[src/rtl/clock_apb_initiator_if.sv]
// Command, response and APB signal bundle for the clock-node APB initiator.
// The master modport is the initiator's view; the slave modport is the environment's view.
interface clock_apb_initiator_if;
  logic        cmd_valid;
  logic        cmd_ready;
  logic        cmd_write;
  logic [31:0] cmd_addr;
  logic [31:0] cmd_wdata;

  logic        rsp_valid;
  logic        rsp_ready;
  logic [31:0] rsp_rdata;
  logic        rsp_slverr;
  logic        rsp_timeout;

  logic        psel;
  logic        penable;
  logic        pwrite;
  logic [31:0] paddr;
  logic [31:0] pwdata;
  logic [31:0] prdata;
  logic        pready;
  logic        pslverr;

  modport master (
    input  cmd_valid, cmd_write, cmd_addr, cmd_wdata,
    output cmd_ready,
    output rsp_valid, rsp_rdata, rsp_slverr, rsp_timeout,
    input  rsp_ready,
    output psel, penable, pwrite, paddr, pwdata,
    input  prdata, pready, pslverr
  );

  modport slave (
    output cmd_valid, cmd_write, cmd_addr, cmd_wdata,
    input  cmd_ready,
    input  rsp_valid, rsp_rdata, rsp_slverr, rsp_timeout,
    output rsp_ready,
    input  psel, penable, pwrite, paddr, pwdata,
    output prdata, pready, pslverr
  );
endinterface

[src/rtl/clock_apb_initiator.sv]
// Single-outstanding APB initiator for clock-node register windows.
// One valid/ready command becomes one SETUP+ACCESS transfer and one response.
module clock_apb_initiator #(
  parameter int unsigned TIMEOUT = 256,  // 0 disables the ACCESS-phase timeout
  parameter int unsigned CNT_W   = 16    // TIMEOUT must fit below 2**CNT_W
) (
  input  logic                  clock,
  input  logic                  async_resetn,
  clock_apb_initiator_if.master bus
);

  typedef enum logic [1:0] {
    IDLE   = 2'd0,
    SETUP  = 2'd1,
    ACCESS = 2'd2,
    RESP   = 2'd3
  } state_t;

  localparam bit               TO_EN     = (TIMEOUT != 0);
  localparam logic [CNT_W-1:0] WAIT_LAST = CNT_W'((TIMEOUT == 0) ? 0 : TIMEOUT - 1);

  state_t           state;
  logic [CNT_W-1:0] wait_cnt;

  always_ff @(posedge clock or negedge async_resetn) begin
    if (!async_resetn) begin
      state           <= IDLE;
      wait_cnt        <= '0;
      bus.cmd_ready   <= 1'b0;
      bus.rsp_valid   <= 1'b0;
      bus.rsp_rdata   <= '0;
      bus.rsp_slverr  <= 1'b0;
      bus.rsp_timeout <= 1'b0;
      bus.psel        <= 1'b0;
      bus.penable     <= 1'b0;
      bus.pwrite      <= 1'b0;
      bus.paddr       <= '0;
      bus.pwdata      <= '0;
    end else begin
      case (state)
        IDLE: begin
          // cmd_ready is registered, so the first IDLE cycle after reset only raises it
          if (bus.cmd_valid && bus.cmd_ready) begin
            bus.pwrite    <= bus.cmd_write;
            bus.paddr     <= bus.cmd_addr & ~32'h3;
            bus.pwdata    <= bus.cmd_wdata;
            bus.cmd_ready <= 1'b0;
            bus.psel      <= 1'b1;
            state         <= SETUP;
          end else begin
            bus.cmd_ready <= 1'b1;
          end
        end

        SETUP: begin
          bus.penable <= 1'b1;
          wait_cnt    <= '0;
          state       <= ACCESS;
        end

        ACCESS: begin
          // pready wins over the timeout when both land in the same cycle
          if (bus.pready) begin
            bus.psel        <= 1'b0;
            bus.penable     <= 1'b0;
            bus.rsp_rdata   <= bus.pwrite ? 32'h0 : bus.prdata;
            bus.rsp_slverr  <= bus.pslverr;
            bus.rsp_timeout <= 1'b0;
            bus.rsp_valid   <= 1'b1;
            state           <= RESP;
          end else if (TO_EN && (wait_cnt == WAIT_LAST)) begin
            bus.psel        <= 1'b0;
            bus.penable     <= 1'b0;
            bus.rsp_rdata   <= '0;
            bus.rsp_slverr  <= 1'b1;
            bus.rsp_timeout <= 1'b1;
            bus.rsp_valid   <= 1'b1;
            state           <= RESP;
          end else begin
            wait_cnt <= wait_cnt + 1'b1;
          end
        end

        RESP: begin
          if (bus.rsp_ready) begin
            bus.rsp_valid <= 1'b0;
            bus.cmd_ready <= 1'b1;
            state         <= IDLE;
          end
        end

        default: state <= IDLE;
      endcase
    end
  end

endmodule

[src/flat_wrapper.sv]
// flat-port wrapper written by rule: the top's interface ports become plain ports
module clock_apb_initiator_flat 
#(
  parameter int unsigned TIMEOUT = 256,                                        
  parameter int unsigned CNT_W   = 16                                      
)
  (clock, async_resetn, bus_cmd_valid, bus_cmd_write, bus_cmd_addr, bus_cmd_wdata, bus_cmd_ready, bus_rsp_valid, bus_rsp_rdata, bus_rsp_slverr, bus_rsp_timeout, bus_rsp_ready, bus_psel, bus_penable, bus_pwrite, bus_paddr, bus_pwdata, bus_prdata, bus_pready, bus_pslverr);
  clock_apb_initiator_if bus_i ();
  input  logic clock;
  input  logic async_resetn;
  input wire logic [$bits(bus_i.cmd_valid)-1:0] bus_cmd_valid;
  input wire logic [$bits(bus_i.cmd_write)-1:0] bus_cmd_write;
  input wire logic [$bits(bus_i.cmd_addr)-1:0] bus_cmd_addr;
  input wire logic [$bits(bus_i.cmd_wdata)-1:0] bus_cmd_wdata;
  output wire logic [$bits(bus_i.cmd_ready)-1:0] bus_cmd_ready;
  output wire logic [$bits(bus_i.rsp_valid)-1:0] bus_rsp_valid;
  output wire logic [$bits(bus_i.rsp_rdata)-1:0] bus_rsp_rdata;
  output wire logic [$bits(bus_i.rsp_slverr)-1:0] bus_rsp_slverr;
  output wire logic [$bits(bus_i.rsp_timeout)-1:0] bus_rsp_timeout;
  input wire logic [$bits(bus_i.rsp_ready)-1:0] bus_rsp_ready;
  output wire logic [$bits(bus_i.psel)-1:0] bus_psel;
  output wire logic [$bits(bus_i.penable)-1:0] bus_penable;
  output wire logic [$bits(bus_i.pwrite)-1:0] bus_pwrite;
  output wire logic [$bits(bus_i.paddr)-1:0] bus_paddr;
  output wire logic [$bits(bus_i.pwdata)-1:0] bus_pwdata;
  input wire logic [$bits(bus_i.prdata)-1:0] bus_prdata;
  input wire logic [$bits(bus_i.pready)-1:0] bus_pready;
  input wire logic [$bits(bus_i.pslverr)-1:0] bus_pslverr;
  assign bus_i.cmd_valid = bus_cmd_valid;
  assign bus_i.cmd_write = bus_cmd_write;
  assign bus_i.cmd_addr = bus_cmd_addr;
  assign bus_i.cmd_wdata = bus_cmd_wdata;
  assign bus_cmd_ready = bus_i.cmd_ready;
  assign bus_rsp_valid = bus_i.rsp_valid;
  assign bus_rsp_rdata = bus_i.rsp_rdata;
  assign bus_rsp_slverr = bus_i.rsp_slverr;
  assign bus_rsp_timeout = bus_i.rsp_timeout;
  assign bus_i.rsp_ready = bus_rsp_ready;
  assign bus_psel = bus_i.psel;
  assign bus_penable = bus_i.penable;
  assign bus_pwrite = bus_i.pwrite;
  assign bus_paddr = bus_i.paddr;
  assign bus_pwdata = bus_i.pwdata;
  assign bus_i.prdata = bus_prdata;
  assign bus_i.pready = bus_pready;
  assign bus_i.pslverr = bus_pslverr;
  clock_apb_initiator #(.TIMEOUT(TIMEOUT), .CNT_W(CNT_W)) u_core (.clock(clock), .async_resetn(async_resetn), .bus(bus_i));
endmodule
[config.mk]
export PLATFORM = sky130hd
export DESIGN_NAME = clock_apb_initiator_flat
export DESIGN_NICKNAME = d
export VERILOG_FILES = /design/src/rtl/clock_apb_initiator_if.sv /design/src/rtl/clock_apb_initiator.sv /design/src/flat_wrapper.sv
export SDC_FILE = /design/constraint.sdc
export NUM_CORES = 1
export LEC_CHECK = 0
export ABC_CLOCK_PERIOD_IN_PS = 6500
export CAP_MARGIN = 20
export CORE_ASPECT_RATIO = 1.4
export CORE_UTILIZATION = 48
export CTS_BUF_LIST = sky130_fd_sc_hd__clkbuf_4
export CTS_CLUSTER_SIZE = 40
export DETAILED_ROUTE_END_ITERATION = 8
export GPL_TIMING_DRIVEN = 0
export PLACE_DENSITY = 0.95
export SLEW_MARGIN = 20
export SYNTH_ARGS = -nofsm -noshare
export SYNTH_HDL_FRONTEND = slang
export SYNTH_SLANG_ARGS = --single-unit
[constraint.sdc]
create_clock -name clock -period 6.5 [get_ports clock]
set_clock_uncertainty 0.2 [all_clocks]
set_input_delay 0.65 -clock clock [delete_from_list [all_inputs] [get_ports clock]]
set_output_delay 0.65 -clock clock [all_outputs]
set_load 0.01 [all_outputs]
==> implementation parameters <==
Parameter                              Value

Global routing
  Number of global-route vias before repair ... 4245
  Tot GR Track Use ... 0.265
  Antenna violations before repair ... 0
  Overflow after GRT ... 0
  Wire length of the first global-routing pass ... 21000 um
  Pin count of the biggest net entering global routing ... 68

Floorplan
  Initial standard-cell utilization of the core ... 0.494
  Floorplan die area ... 10600 sq um
  Number of top-level pins ... 206
  Area inside the core boundary ... 9950 sq um
  Chip height ... 122 um
  Width of the die ... 87.5 um
  Std cell rows ... 43

Clock tree
  PostCTS Resize Cnt ... 0
  Number of CTS-inserted buffers ... 17
  Clock input transition at the sequential cells of the worst setup and hold paths ... 0.10 ns
  Maximum buffer depth of the clock tree ... 2
  Post-CTS setup repair buffer count ... 0
  Clock tree from TritonCTS ... done
  TritonCTS Sinks ... 119
  Root Buffer Master ... sky130_fd_sc_hd__clkbuf_4
  Insertion delay of the later-clocked pin in the worst-skew pair ... 0.49 ns
  Number of H-tree levels ... 4

Logic synthesis
  Most used DFF post-synth ... sky130_fd_sc_hd__dfrtp_1
  Count of cell types in the netlist ... 54
  Synth warnings ... 0
  Number of enable flip-flop cells after synthesis ... 0
  Mapped Area ... 4910 sq um
  Async set or reset register ratio after synthesis ... 1.00
  Mean post-synth cell area ... 14.1 sq um
  Part of the Yosys area used for sequential elements ... 0.606
  FF+latch count, synth ... 119
  Gate count after technology mapping ... 349

Status
  Run status ... finished, final reports clean

Setup path
  Delay of the slowest critical-path stage ... 0.69 ns
  Stages on the worst setup path ... 5
  Top cell family by delay on the critical path ... compound AO/OA/AOI/OAI gates
  Crit end category ... flip-flop
  Cells traversed along the worst timing path ... or4_4 > o41ai_4 > nand2_4 > buf_6 > a22o_1
  Launch point of the worst reg-to-reg path ... u_core.wait_cnt[12]
  Worst Path Max Fanout ... 10
  Worst Path Buf+Inv ... 1
  Arrival time reported for the critical path endpoint ... 2.82 ns
  Slack of the worst reg-to-reg path ... 3.85 ns
  Critical Path RT ... 6.67 ns
  Nature of the critical path startpoint ... flip-flop
  CP Class ... reg -> reg
  Cell count of the worst reg-to-reg path ... 5
  Terminus of the critical flop-to-flop path ... u_core.bus.rsp_rdata[5]
  Cell with the largest stage delay on the worst path ... sky130_fd_sc_hd__o41ai_4

Timing
  Setup repair after global routing missed its margin ... no
  Max Clk Rate ... 378 MHz
  Final cycle utilization of the critical path ... 0.407
  Hold violation total from the final report ... 0
  Final Setup Violations ... 0
  Time the final worst path needs with I/O delays and setup ... 2.65 ns
  Slew Limit Fails ... 0
  Post-route worst setup slack ... 3.85 ns
  Sum Neg Setup Slack ... 0 ns
  Worst slew margin relative to its limit ... 0.519
  Transition time of the tightest slew-check pin ... 0.714 ns

Power
  Worst vdd rail ir drop ... 267 uV
  Standby leakage power ... 3.20 nW
  Power density over the cells ... 451 nW/um^2

Cells and area
  Non-Filler Cell Area, Final ... 7410 sq um
  Number of antenna diodes ... 0
  Synth-to-Final Area Change ... 50.8%
  Proportion of layout cells with a drive suffix above 1 ... 0.195
  Layout net count ... 680

Run
  Number of max-capacitance violations reported ... 0

Route
  Average wire per standard cell ... 18.3 um
  Detailed router's first-iteration violation count ... 155
  Routed vias ... 3862
  Vias per inst ... 5.36
  Residual antenna-violating net count after detailed routing ... 0
  Residual DRC count ... 0
  Total Routed Length ... 13200 um
  DR pass1 iterations ... 5

Placement
  Setup WS pre-CTS ... 3.55 ns
  GP Congestion ... 0.811
  Area after detailed placement ... 7130 sq um
  Detailed Place HPWL ... 10000 um
  Quantity of I/O buffers inserted on ports ... 201

Min path
  Worst hold path startpoint ... u_core.bus.pwdata[31]
  Classification of the worst-slack hold path ... reg -> reg
  WHS Endpoint ... u_core.bus.pwdata[31]
  Worst Hold Depth ... 1
==> cells in the final DEF, fill, tap and decap left out, drive strengths merged, types with 7 or more instances in the layout <==
| cell type | count |
|---|---|
| clkdlybuf4s50 | 200 |
| dfrtp | 119 |
| mux2 | 64 |
| a22o | 37 |
| clkbuf | 33 |
| nand2 | 20 |
| buf | 10 |
| nor2 | 7 |
==> synthesized netlist by cell type (6+ instances only) <==
cell / count / share of area
sky130_fd_sc_hd__dfrtp_1: 119 / 0.61
sky130_fd_sc_hd__mux2_2: 63 / 0.14
sky130_fd_sc_hd__a22o_1: 36 / 0.064
sky130_fd_sc_hd__nand2_1: 19 / 0.015
sky130_fd_sc_hd__clkbuf_1: 11 / 0.0084
sky130_fd_sc_hd__mux2i_1: 6 / 0.012
sky130_fd_sc_hd__nor2_1: 6 / 0.0046
sky130_fd_sc_hd__o21ai_0: 6 / 0.0061
==> layer usage <==
| metal | wire, um | global-route usage |
|---|---|---|
| met1 | 4600 | 0.271 |
| met2 | 7270 | 0.472 |
| met3 | 930 | 0.0949 |
| met4 | 401 | 0.127 |
| met5 | 0 | 0 |
==> layout make-up <==
cell class	count	area, sq um
multi-input cells	206	1800
clock inverters	10	105
well taps	135	169
flip-flops and latches	119	2980
inverters	6	22.5
plain buffers	19	120
clock buffers	22	165
repair buffers	203	2050
fillers	643	2550
==> stage by stage <==
step | total power [mW] | std cells | hold WS [ns] | utilization
floorplan | 1.96 | 350 | 0.154 | -
global placement | 2.76 | 686 | 0.286 | 0.713
detailed placement | 2.85 | 687 | 0.290 | 0.716
CTS | 3.37 | 720 | 0.314 | 0.744
global route | 3.53 | 720 | 0.328 | 0.744
finish | 3.34 | 720 | 0.311 | 0.744
==> cell families (layout without fill, tap and decap cells) <==
family                     after synthesis  after routing  share of synthesized area
DFF                                    119            119                      0.606
muxes                                   70             70                      0.159
and+or+nand+nor                         59             59                     0.0698
buffers and inverters                   25            260                     0.0290
other                                    1              2                   0.000763
AOI/OAI and AO/OA                       67             67                      0.117
adders and majority gates                5              5                     0.0127
xor gates and xnor gates                 3              3                    0.00535
==> registers in the layout (all words and copies together), names as in the netlist <==
| register | flops |
|---|---|
| u_core.bus.paddr | 30 |
| u_core.bus.cmd_ready | 1 |
| u_core.wait_cnt | 16 |
| u_core.bus.pwdata | 32 |
| u_core.bus.rsp_timeout | 1 |
| u_core.bus.penable | 1 |
| u_core.bus.rsp_rdata | 32 |
| u_core.bus.pwrite | 1 |
| u_core.state | 2 |
| u_core.bus.rsp_slverr | 1 |
| u_core.bus.psel | 1 |
| u_core.bus.rsp_valid | 1 |
==> timing repair <==
item                       4_1_cts  5_1_grt
hold buffers                     1        0
setup endpoints to repair        0        0
hold endpoints to repair        52        0
==> worst max path at each step <==
stage	start	to	slack, ns
2_1_floorplan	u_core.wait_cnt[12]	u_core.bus.rsp_rdata[0]	4.17
3_3_place_gp	async_resetn	u_core.bus.pwdata[0]	0.22
3_5_place_dp	bus_cmd_valid	u_core.bus.paddr[25]	3.55
4_1_cts	u_core.wait_cnt[12]	u_core.bus.rsp_rdata[5]	3.85
5_1_grt	u_core.state[0]	u_core.bus.pwdata[12]	3.75
6_report	u_core.wait_cnt[12]	u_core.bus.rsp_rdata[5]	3.85
==> power by group <==
group          internal [mW]  leakage, nW  switching [mW]
Combinational          0.931         1.58           0.632
Sequential              1.07         1.48           0.201
Clock                  0.245        0.145           0.264
Total                   2.24         3.20            1.10
==> worst reg2reg max path, cell delays in order (launching register included) <==
cell                      delay [ns]
sky130_fd_sc_hd__dfrtp_1        0.46
sky130_fd_sc_hd__or4_4          0.61
sky130_fd_sc_hd__o41ai_4        0.69
sky130_fd_sc_hd__nand2_4        0.17
sky130_fd_sc_hd__buf_6          0.18
sky130_fd_sc_hd__a22o_1         0.24
Power figures use the tool's default switching activity.
